$ cat src/rtl/sha_block_padder_if.sv
// Stream bundle for the SHA block padder: message beats in, padded blocks out.
// The slave modport is the padder's view; master is the view of whoever
// feeds the message and consumes the blocks.
interface sha_block_padder_if #(
  parameter int DATA_W = 512
) ();
  localparam int KEEP_W = DATA_W / 8;

  // Message input stream
  logic              o_tready_in;
  logic              i_tvalid_in;
  logic [DATA_W-1:0] i_tdata_in;
  logic [KEEP_W-1:0] i_tkeep_in;
  logic              i_tlast_in;

  // Padded block output stream
  logic              i_tready_out;
  logic              o_tvalid_out;
  logic [DATA_W-1:0] o_tdata_out;
  logic              o_tlast_out;

  modport slave (
    output o_tready_in,
    input  i_tvalid_in,
    input  i_tdata_in,
    input  i_tkeep_in,
    input  i_tlast_in,
    input  i_tready_out,
    output o_tvalid_out,
    output o_tdata_out,
    output o_tlast_out
  );

  modport master (
    input  o_tready_in,
    output i_tvalid_in,
    output i_tdata_in,
    output i_tkeep_in,
    output i_tlast_in,
    output i_tready_out,
    input  o_tvalid_out,
    input  o_tdata_out,
    input  o_tlast_out
  );
endinterface

$ cat src/rtl/sha_block_padder.sv
// SHA-1/SHA-2 message padder. Full beats pass straight through; the last beat
// is closed with 0x80, zero fill and the big-endian bit length. When the
// length does not fit behind the tail bytes, a second (EXTRA) block is
// emitted and input is stalled for that one block.
module sha_block_padder #(
  parameter int DATA_W = 512,
  parameter int LEN_W  = 64
) (
  input  logic                  clk,
  input  logic                  reset_n,
  sha_block_padder_if.slave     bus,
  output logic                  o_err
);
  localparam int KEEP_W = DATA_W / 8;
  localparam int L      = LEN_W / 8;

  typedef enum logic {PASS, EXTRA} state_e;

  state_e            state_q;
  logic              tvalid_q;
  logic              tlast_q;
  logic [DATA_W-1:0] tdata_q;
  logic [LEN_W-1:0]  len_q;       // bits seen so far in the current message
  logic              extra80_q;   // EXTRA block must carry the 0x80 marker
  logic              err_q;

  logic              load_ok;
  logic              accept;
  logic [31:0]       r_cnt;
  logic [KEEP_W-1:0] contig_mask;
  logic              keep_bad;
  logic              fits;
  logic [LEN_W-1:0]  len_total_d;
  logic [DATA_W-1:0] last_blk_d;
  logic [DATA_W-1:0] extra_blk_d;

  assign load_ok         = !tvalid_q || bus.i_tready_out;
  assign bus.o_tready_in = load_ok && (state_q == PASS);
  assign accept          = bus.i_tvalid_in && bus.o_tready_in;

  assign bus.o_tvalid_out = tvalid_q;
  assign bus.o_tdata_out  = tdata_q;
  assign bus.o_tlast_out  = tlast_q;
  assign o_err            = err_q;

  // Decode the current beat: byte count, keep legality and the closing blocks.
  always_comb begin
    // NOTE: every variable gets a default before any conditional assignment,
    // so no path leaves it unassigned and no latch is inferred.
    r_cnt       = '0;
    last_blk_d  = '0;
    extra_blk_d = '0;
    for (int i = 0; i < KEEP_W; i++) begin
      r_cnt = r_cnt + 32'(bus.i_tkeep_in[i]);
    end
    // Legal keep is r ones packed against the MSB byte.
    contig_mask = ~({KEEP_W{1'b1}} >> r_cnt);
    keep_bad    = (bus.i_tkeep_in != contig_mask) ||
                  (!bus.i_tlast_in && (r_cnt != 32'(KEEP_W)));
    len_total_d = len_q + LEN_W'(r_cnt << 3);
    fits        = r_cnt <= 32'(KEEP_W - L - 1);

    for (int i = 0; i < KEEP_W; i++) begin
      if (32'(i) < r_cnt) begin
        if (bus.i_tkeep_in[KEEP_W-1-i]) begin
          last_blk_d[DATA_W-1-8*i -: 8] = bus.i_tdata_in[DATA_W-1-8*i -: 8];
        end
      end else if (32'(i) == r_cnt) begin
        last_blk_d[DATA_W-1-8*i -: 8] = 8'h80;
      end
    end
    if (fits) begin
      last_blk_d[LEN_W-1:0] = len_total_d;
    end

    extra_blk_d[DATA_W-1 -: 8] = extra80_q ? 8'h80 : 8'h00;
    extra_blk_d[LEN_W-1:0]     = len_q;
  end

  // PASS/EXTRA control, output register stage, length counter and error flag.
  always_ff @(posedge clk or negedge reset_n) begin
    // NOTE: sequential state uses non-blocking assignments only, so every
    // register samples the pre-edge values regardless of statement order.
    if (!reset_n) begin
      state_q   <= PASS;
      tvalid_q  <= 1'b0;
      tlast_q   <= 1'b0;
      tdata_q   <= '0;
      len_q     <= '0;
      extra80_q <= 1'b0;
      err_q     <= 1'b0;
    end else begin
      if (accept && keep_bad) begin
        err_q <= 1'b1;
      end
      if (state_q == PASS) begin
        if (accept) begin
          tvalid_q <= 1'b1;
          if (!bus.i_tlast_in) begin
            tdata_q <= bus.i_tdata_in;
            tlast_q <= 1'b0;
            len_q   <= len_total_d;
          end else begin
            tdata_q   <= last_blk_d;
            tlast_q   <= fits;
            extra80_q <= (r_cnt == 32'(KEEP_W));
            if (fits) begin
              len_q <= '0;
            end else begin
              len_q   <= len_total_d;
              state_q <= EXTRA;
            end
          end
        end else if (bus.i_tready_out) begin
          tvalid_q <= 1'b0;
        end
      end else if (load_ok) begin
        tvalid_q <= 1'b1;
        tdata_q  <= extra_blk_d;
        tlast_q  <= 1'b1;
        len_q    <= '0;
        state_q  <= PASS;
      end
    end
  end
endmodule

$ cat src/flat_wrapper.sv
// flat-port wrapper written by rule: the top's interface ports become plain ports
module sha_block_padder_flat 
#(
  parameter int DATA_W = 512,
  parameter int LEN_W  = 64
)
  (clk, reset_n, o_err, bus_o_tready_in, bus_i_tvalid_in, bus_i_tdata_in, bus_i_tkeep_in, bus_i_tlast_in, bus_i_tready_out, bus_o_tvalid_out, bus_o_tdata_out, bus_o_tlast_out);
  sha_block_padder_if #(.DATA_W(DATA_W)) bus_i ();
  input  logic clk;
  input  logic reset_n;
  output logic o_err;
  output wire logic [$bits(bus_i.o_tready_in)-1:0] bus_o_tready_in;
  input wire logic [$bits(bus_i.i_tvalid_in)-1:0] bus_i_tvalid_in;
  input wire logic [$bits(bus_i.i_tdata_in)-1:0] bus_i_tdata_in;
  input wire logic [$bits(bus_i.i_tkeep_in)-1:0] bus_i_tkeep_in;
  input wire logic [$bits(bus_i.i_tlast_in)-1:0] bus_i_tlast_in;
  input wire logic [$bits(bus_i.i_tready_out)-1:0] bus_i_tready_out;
  output wire logic [$bits(bus_i.o_tvalid_out)-1:0] bus_o_tvalid_out;
  output wire logic [$bits(bus_i.o_tdata_out)-1:0] bus_o_tdata_out;
  output wire logic [$bits(bus_i.o_tlast_out)-1:0] bus_o_tlast_out;
  assign bus_o_tready_in = bus_i.o_tready_in;
  assign bus_i.i_tvalid_in = bus_i_tvalid_in;
  assign bus_i.i_tdata_in = bus_i_tdata_in;
  assign bus_i.i_tkeep_in = bus_i_tkeep_in;
  assign bus_i.i_tlast_in = bus_i_tlast_in;
  assign bus_i.i_tready_out = bus_i_tready_out;
  assign bus_o_tvalid_out = bus_i.o_tvalid_out;
  assign bus_o_tdata_out = bus_i.o_tdata_out;
  assign bus_o_tlast_out = bus_i.o_tlast_out;
  sha_block_padder #(.DATA_W(DATA_W), .LEN_W(LEN_W)) u_core (.clk(clk), .reset_n(reset_n), .bus(bus_i), .o_err(o_err));
endmodule
$ cat config.mk
export PLATFORM = sky130hd
export DESIGN_NAME = sha_block_padder_flat
export DESIGN_NICKNAME = d
export VERILOG_FILES = /design/src/rtl/sha_block_padder_if.sv /design/src/rtl/sha_block_padder.sv /design/src/flat_wrapper.sv
export SDC_FILE = /design/constraint.sdc
export NUM_CORES = 1
export LEC_CHECK = 0
export BUFFER_PORTS_ARGS = -buffer_cell sky130_fd_sc_hd__buf_2
export CAP_MARGIN = 20
export CORE_AREA = 3 3 430 432
export CTS_CLUSTER_SIZE = 30
export DETAILED_ROUTE_END_ITERATION = 6
export DIE_AREA = 0 0 433 435
export GPL_ROUTABILITY_DRIVEN = 0
export GPL_TIMING_DRIVEN = 0
export PLACE_DENSITY = 0.36
export SETUP_SLACK_MARGIN = 0.15
export SLEW_MARGIN = 20
export SYNTH_ARGS = -nofsm -noshare
export SYNTH_HDL_FRONTEND = slang
export SYNTH_SLANG_ARGS = --single-unit
$ cat constraint.sdc
create_clock -name clk -period 3.5 [get_ports clk]
set_clock_uncertainty 0.05 [all_clocks]
set_input_delay 0.7 -clock clk [delete_from_list [all_inputs] [get_ports clk]]
set_output_delay 0.7 -clock clk [all_outputs]
set_load 0.005 [all_outputs]
==> results by stage, run 1 <==
Status:
- The flow ran to the end, but the final reports show violations.
- The checks that failed: negative setup slack.

Finish:
- The area of combinational cells with multiple inputs is roughly 16000 sq um.
- The total of fill cells in the finished design is just under 20k.
- The share of final-layout standard cells stronger than drive strength 1 is 47.1%.
- In the final layout, flip-flops and latches occupy roughly 14000 sq um.
- The area growth from synthesis to layout is 60.6%.
- Leaving out fill and tap cells, the most frequent cells in the layout are 1094 x sky130_fd_sc_hd__buf_2, 578 x sky130_fd_sc_hd__dfrtp_1, 402 x sky130_fd_sc_hd__a22o_1.
- Leaving out fill and tap cells, the most frequent cell in the layout is sky130_fd_sc_hd__buf_2.
- The net count of the finished layout is about 4.8k.

Yosys:
- The adder-cell area share of the yosys netlist is around 4.9%.
- The synthesized area per cell is just over 10 sq um.
- After synthesis, the largest family of logic cells by area is compound AO/OA/AOI/OAI gates.
- The synthesized netlist devotes 26.7% of its cell area to compound gates.
- Yosys mapped a number of flops with a built-in enable equal to 0.
- After synthesis, the cell types taking the most area are sky130_fd_sc_hd__dfrtp_1 51%, sky130_fd_sc_hd__a22o_1 12%, sky130_fd_sc_hd__nand2_1 4.7%, sky130_fd_sc_hd__o21ai_0 4.1%, sky130_fd_sc_hd__fa_1 3.9%.
- In the synthesized netlist, the number of instances is roughly 2.8k.
- Synthesis inferred 578 register bits.
- For this run, asynchronously set or reset flops after synthesis account for 100%.
- The mux cell area share after synthesis is less than 1%.
- Of the total synthesized cell area, the portion taken by XOR and XNOR cells is around 1.3%.
- Yosys mapped the design onto 96 distinct sky130hd cell types.
- When the netlist entered floorplanning its net count stood at about 3.4k.
- Among all flip-flop cells after synthesis, the most frequent one is sky130_fd_sc_hd__dfrtp_1.
- In this run the biggest area consumer among cell types represents 51.1% of the synthesized area.
- The cell taking the most area after synthesis is sky130_fd_sc_hd__dfrtp_1.
- Of the total synthesized cell area, the portion taken by AND, OR, NAND and NOR gates is a little under an eighth.
- Of the synthesized area, sequential elements account for 51.1%.
- The cell area after synthesis is 28300 sq um.
- The number of warnings printed during yosys synthesis is 0.

Route:
- The number of nets still failing antenna checks after routing is 0.
- After detailed routing, the number of remaining DRC violations is 0.
- The number of DRC markers in iteration 0 is 2546.
- The total number of vias is 30.8k.
- The vias per cell is roughly 4.6.
- After detailed routing, the average wire length per cell comes to approximately 32 microns.
- For this block, the routed nets add up to 214000 microns of wire.
- The pre-antenna-repair detailed-routing pass consisted of 7 iterations.

Critical path:
- The critical path class is in2reg.
- The largest delay contributor family on the critical path is adder cells.
- The peak fanout along the critical path is 4.
- The startpoint type of the worst setup path is a primary input.
- On the critical path, the stage with the largest delay is an instance of sky130_fd_sc_hd__fa_1.
- For this run, the slowest stage of the critical path takes about 0.6 ns.
- The critical path capture point type is a flop.
- The cell repeated most along the worst path is sky130_fd_sc_hd__fa_1.
- The combined buffer and inverter count along the critical path is 11.
- At the worst endpoint, the arrival time is between 8 and 9 ns.
- Data on the critical path is required at its endpoint by just over 4 ns.

Floorplan:
- The core box area is around 180000 sq um.
- The initial utilization of the core area, before any placement, comes to 15.6%.
- The number of cell rows is around 160.
- The width of the die is between 400 and 500 microns.
- The total die area is about 190000 sq um.
- The number of ports placed on the die boundary is 1097.
- The vertical die dimension is roughly 440 microns.

Timing:
- The worst hold-check slack is 0.161 ns.
- The final count of pins violating max slew came to 0.
- The final number of setup-violating endpoints is approximately 580.
- The worst path uses 239% of the clock period.
- The transition time at the pin with the least slew margin is between 1 and 1.5 ns.
- Setup repair after global routing could not meet its margin everywhere.
- The highest achievable clock rate is 120 MHz.
- The final count of hold timing violations is 0.
- The slack of the critical path is -4.85 ns.
- Headroom to the max-slew limit came out at a little under a fifth.
- For the finished layout, the period the worst path requires is between 8 and 9 ns.

CTS:
- The number of levels in the clock H-tree is 3.
- TritonCTS built the clock tree.
- Clock-pin slew was measured on the worst setup and hold paths at approximately 0.06 ns.
- The CTS root buffer is sky130_fd_sc_hd__clkbuf_16.
- The source-to-sink clock delay at the later pin of the worst-skew pair is ~0.70 ns.
- Buffers inserted during clock tree synthesis total 78.
- The number of sinks on the clock net is 578.
- The maximum clock insertion buffer count is 3.

Job:
- Max-cap violations in this run came to 0.

GRT:
- The largest net degree at the start of global routing is 87.
- The global router's overall resource usage is a little over a fifth.
- The via count of the first global-routing pass is 30.5k.
- The final global-route overflow total is 0.
- The first-pass GRT wire length is roughly 280000 microns.
- The initial antenna violation count is 105.

Placement:
- The detailed-placement wirelength estimate is about 170000 microns.
- In this run the tool buffered the top-level ports with about 1.1k buffer cells.

Min path:
- The tightest min-delay check is of the in2reg type.
-- cell type report --
| cell class | instances | share of cell area [%] |
|---|---|---|
| antenna | 49 | 0.270 |
| buffer | 175 | 2.42 |
| clock buffer | 117 | 5.04 |
| clock inverter | 24 | 0.718 |
| inverter | 120 | 1.05 |
| multi-input combinational | 1893 | 34.2 |
| sequential | 578 | 31.8 |
| tap | 2370 | 6.52 |
| timing repair buffer | 1329 | 18.0 |
-- final timing paths --
path,slack (ns),cells past startpoint,end,start
max,-4.85,33,u_core.bus.o_tdata_out[33],bus_i_tkeep_in[52]
min,0.16,2,u_core.bus.o_tdata_out[288],bus_i_tdata_in[288]
max reg2reg,-1.28,8,u_core.bus.o_tdata_out[438],u_core.state_q
min reg2reg,0.43,2,u_core.bus.o_tdata_out[239],u_core.bus.o_tdata_out[239]
max in group asynchronous,1.51,4,u_core.len_q[42],reset_n
min in group asynchronous,0.48,2,u_core.bus.o_tdata_out[245],reset_n
-- kinds of logic after synthesis --
| family | Yosys count |
|---|---|
| simple gates | 715 |
| flops | 578 |
| mux | 7 |
| buf+inv | 295 |
| xor+xnor | 38 |
| fa+ha+maj | 78 |
| compound gates | 1055 |
-- metal layers --
metal | track usage, % | vias to the layer above | routed length, microns | share of wire [%]
li1 | - | 13100 | - | -
met1 | 26.4 | 15700 | 83500 | 39
met2 | 36.8 | 1509 | 104000 | 49
met3 | 4.74 | 465 | 14600 | 6.8
met4 | 10.8 | 16 | 11600 | 5.4
met5 | 0 | - | 109 | 0.051
-- sequential cells by signal, summed over array words and instances (netlist names) --
register and cells:
u_core.state_q 1, u_core.len_q 61, u_core.bus.o_tvalid_out 1, u_core.o_err 1, u_core.bus.o_tlast_out 1, u_core.extra80_q 1, u_core.bus.o_tdata_out 512
-- through the flow --
step / setup TNS [ns] / area [sq um] / cells / worst slack [ns] / util [%]
2_1_floorplan: -2227.32 / 28800 / 2766 / -4.67 / -
3_5_place_dp: -3097.34 / 37600 / 6247 / -6.58 / 20.8
3_3_place_gp: - / 37200 / 6232 / -12.48 / 20.6
6_report: -2412.10 / 45500 / 6655 / -4.85 / 25.1
5_1_grt: -2482.31 / 45400 / 6631 / -5.01 / 25.1
4_1_cts: -2426.73 / 43200 / 6518 / -4.85 / 23.9
-- what timing repair did --
action                                  4_1_cts  5_1_grt
buffers inserted                            126       87
pin swaps                                   162      162
gates cloned                                  3        1
hold buffers                                  1        0
endpoints found under the setup margin      578      578
endpoints found under the hold margin        55        0
resized for setup                           473      348
-- synthesized netlist by cell type (all sizes together), types with 17 or more instances --
| cell | number |
|---|---|
| xor2 | 18 |
| a21oi | 177 |
| nand4 | 17 |
| clkbuf | 133 |
| ha | 23 |
| inv | 118 |
| nand3 | 59 |
| nor3 | 63 |
| buf | 42 |
| xnor2 | 20 |
| and3 | 21 |
| fa | 55 |
| o31ai | 30 |
| nand2 | 357 |
| nor4 | 21 |
| a22o | 402 |
| dfrtp | 578 |
| a22oi | 27 |
| o21ai | 259 |
| a32oi | 23 |
| nor2 | 118 |
Power of run 1 is left out: the tool's default activity adds up to more than one toggle a clock period on the data nets, which glitch-free logic cannot reach.
==> inputs of run 2 (changes only) <==
Settings changed: PLACE_DENSITY 0.36 to default, PLACE_DENSITY_LB_ADDON from default to 0.3.
==> run 2 against run 1 <==
- the flow still finishes with violations (negative setup slack)
- highest routed layer unchanged
- fmax grew 1.5%
- via count grew 0.52%
- global-route usage shrank 0.25 points
- register-to-register slack lost 0.07 ns
- non-clock buffer count shrank 59
- worst setup slack gained 0.12 ns
==> results by stage, run 2 (synthesis results as in run 1) <==
Status:
- The run finished, with violations left.
- The checks that failed: negative setup slack.

Finish:
- The area of combinational cells with multiple inputs is 14900 sq um (-4.2%).
- Compared with the post-synthesis result, the final layout area differs by 55.0%.
- The total of fill cells in the finished design was 19.6k (+0.28%).
- The share of final-layout standard cells stronger than drive strength 1 is 43.5% (-3.6 points).
- In the layout the commonest cells are 1097 x sky130_fd_sc_hd__buf_2, 578 x sky130_fd_sc_hd__dfrtp_1, 402 x sky130_fd_sc_hd__a22o_1.
- The flip-flop count of the largest register, all copies and words added is 512 (unchanged).
- The area of all sequential standard cells is 14500 sq um (unchanged).
- The most common library cell in the layout ignoring fill and taps is sky130_fd_sc_hd__buf_2.
- The net count of the finished layout is 4773 (-1.3%).

Timing:
- The worst hold-check slack was 0.153 ns (-0.00783 ns).
- Setup repair after global routing could not meet its margin everywhere.
- The final count of hold timing violations is 0 (unchanged).
- The shortest clock period the worst path allows after layout is 8.23 ns (-0.123 ns).
- The headroom to the max-slew limit was 21.3% (+3.2 points).
- The final clock period utilization by the worst path is 235% (-3.5 points).
- The transition time at the pin with the least slew margin is 1.18 ns (-0.0479 ns).
- The final count of pins violating max slew is 0 (unchanged).
- The final number of setup-violating endpoints came to 578 (unchanged).
- The slack of the critical path is -4.73 ns (+0.123 ns).
- The highest achievable clock rate is 122 MHz (+1.5%).

Critical path:
- The data arrival time of the worst path is 8.77 ns (-0.17 ns).
- The number of cells on the worst reg-to-reg path was 8 (unchanged).
- The reg-to-reg endpoint is u_core.bus.o_tdata_out[473].
- The cell that appears most often on the critical path is sky130_fd_sc_hd__fa_1.
- The slowest stage of the critical path belongs to the cell sky130_fd_sc_hd__fa_2.
- The critical path capture point type is a flop.
- The largest stage delay on the critical path is 0.61 ns (about the same).
- The peak fanout along the critical path was 4 (unchanged).
- The critical path class is in2reg.
- The required time at the endpoint of the critical path is 4.04 ns (-0.05 ns).
- STA classifies the critical path startpoint as a primary input.
- The reg-to-reg setup timing slack is -1.35 ns (-0.07 ns).
- The launching point of the worst reg2reg path is u_core.state_q.

CTS:
- The post-CTS clock slew at the launch and capture registers of the worst setup and hold paths is 0.08 ns (+0.02 ns).
- The number of buffers created by CTS is 76 (-2.6%).
- The number of sinks on the clock net came to 578 (unchanged).
- TritonCTS built the clock tree.
- The number of levels in the clock H-tree came to 3 (unchanged).
- The maximum clock insertion buffer count is 3 (unchanged).
- The source-to-sink clock delay at the later pin of the worst-skew pair is 0.70 ns (about the same).
- The CTS root buffer is sky130_fd_sc_hd__clkbuf_16.

Floorplan:
- The total die area is 188000 sq um (unchanged).
- The number of cell rows was 156 (unchanged).
- The width of the die came to 433 microns (unchanged).
- The number of ports placed on the die boundary was 1097 (unchanged).
- The effective utilization at floorplan was 15.6% (unchanged).
- The core box area is 181000 sq um (unchanged).
- The vertical die dimension is 435 microns (unchanged).

Placement:
- The count of buffers from port buffering is 1096 (unchanged).
- The post-placement setup slack is -6.47 ns (+0.104 ns).
- The detailed-placement wirelength estimate is 174000 microns (-0.40%).

GRT:
- The initial antenna violation count came to 94 (-10%).
- The largest net degree at the start of global routing is 96 (+10%).
- The global router's overall resource usage is 21.7% (-0.25 points).
- The via count of the first global-routing pass came to 30.1k (-1.3%).
- The first-pass GRT wire length is 279000 microns (-1.1%).
- The final global-route overflow total was 0 (unchanged).

Job:
- The count of max-cap constraint violations is 0 (unchanged).

Min path:
- In this run the worst hold path is classified as in2reg.
- For hold timing, the worst endpoint is u_core.bus.o_tdata_out[466].
- The beginning of the worst hold path is bus_i_tdata_in[466].
- The hold-critical path depth came to 2 (unchanged).

Route:
- The average detailed-routed wire length per instance came to 32.2 microns (about the same).
- The count of unresolved DRC violations after routing is 0 (unchanged).
- The wire length after detailed routing is 212000 microns (-1.1%).
- The number of nets still failing antenna checks after routing is 0 (unchanged).
- The total number of vias is 31.0k (+0.52%).
- The number of DRC markers in iteration 0 was 3277 (+29%).
- The vias per cell is 4.71 (+1.6%).
- The first-pass detailed-route iteration total is 7 (unchanged).
[run 2: changes by cell type in the layout (fill, tap and decap cells not counted), moves of 10 or more]
| cell | delta |
|---|---|
| sky130_fd_sc_hd__o21ai_0 | +34 |
| sky130_fd_sc_hd__buf_6 | -33 |
| sky130_fd_sc_hd__o21ai_2 | -25 |
| sky130_fd_sc_hd__a21oi_1 | +20 |
| sky130_fd_sc_hd__nand2_1 | +18 |
| sky130_fd_sc_hd__nand2_2 | -17 |
| sky130_fd_sc_hd__buf_12 | -16 |
| sky130_fd_sc_hd__a21oi_2 | -10 |
| sky130_fd_sc_hd__a21oi_4 | -10 |
| sky130_fd_sc_hd__nor2_1 | +10 |
| sky130_fd_sc_hd__nor3_1 | +10 |
[run 2: worst max-delay path by stage]
stage,start,endpoint,slack [ns],cells after the start
after global placement,reset_n,u_core.bus.o_tdata_out[417],-11.63,1
after global routing,bus_i_tkeep_in[54],u_core.bus.o_tdata_out[60],-4.89,32
final,bus_i_tkeep_in[54],u_core.bus.o_tdata_out[27],-4.73,34
after detailed placement,bus_i_tkeep_in[0],u_core.bus.o_tdata_out[32],-6.47,31
after floorplan,bus_i_tkeep_in[1],u_core.bus.o_tdata_out[34],-4.67,30
after CTS,bus_i_tkeep_in[0],u_core.bus.o_tdata_out[60],-4.79,31
[run 2: timing repair]
item                                   4_1_cts  5_1_grt
resized for setup                          385      186
pin swaps                                  147      125
endpoints found under the hold margin       78        0
setup buffers                              100       52
cloned                                       3        0
setup endpoints to repair                  578      578
hold buffers                                 1        0
[run 2: layout make-up]
cell class | count | area share, %
Multi-Input combinational cell | 1893 | 34.0
Sequential cell | 578 | 33.0
Timing Repair Buffer | 1270 | 16.7
Tap cell | 2370 | 6.76
Clock buffer | 109 | 4.94
Buffer | 175 | 2.38
Inverter | 120 | 1.08
Clock inverter | 27 | 0.995
Antenna cell | 41 | 0.234
[run 2: routing by layer]
metal / vias to the layer above / share of wire [%] / track usage [%]
met1: 15700 / 38 / 26.0
met3: 503 / 8.1 / 5.22
li1: 13000 / - / -
met5: - / 0.068 / 0
met2: 1763 / 48 / 35.8
met4: 20 / 5.9 / 11.1
[run 2: worst max-delay path, delay by kind of cell]
family                   cells  cell delay (ns)
buffers and inverters       11             1.12
AND/OR/NAND/NOR              5             0.62
AO/OA/AOI/OAI                7             1.29
adder cells (fa/ha/maj)     11             4.99
[run 2: per-stage QoR]
step	std cells	instance area [sq um]	utilization (%)	setup TNS, ns
2_1_floorplan	2766	28800	-	-2227.32
3_3_place_gp	6232	37200	20.6	-9733.81
3_5_place_dp	6249	37600	20.8	-3055.31
4_1_cts	6489	42600	23.5	-2415.89
5_1_grt	6568	43800	24.2	-2440.45
6_report	6583	43900	24.3	-2379.86
Power of run 2 is left out for the same reason.
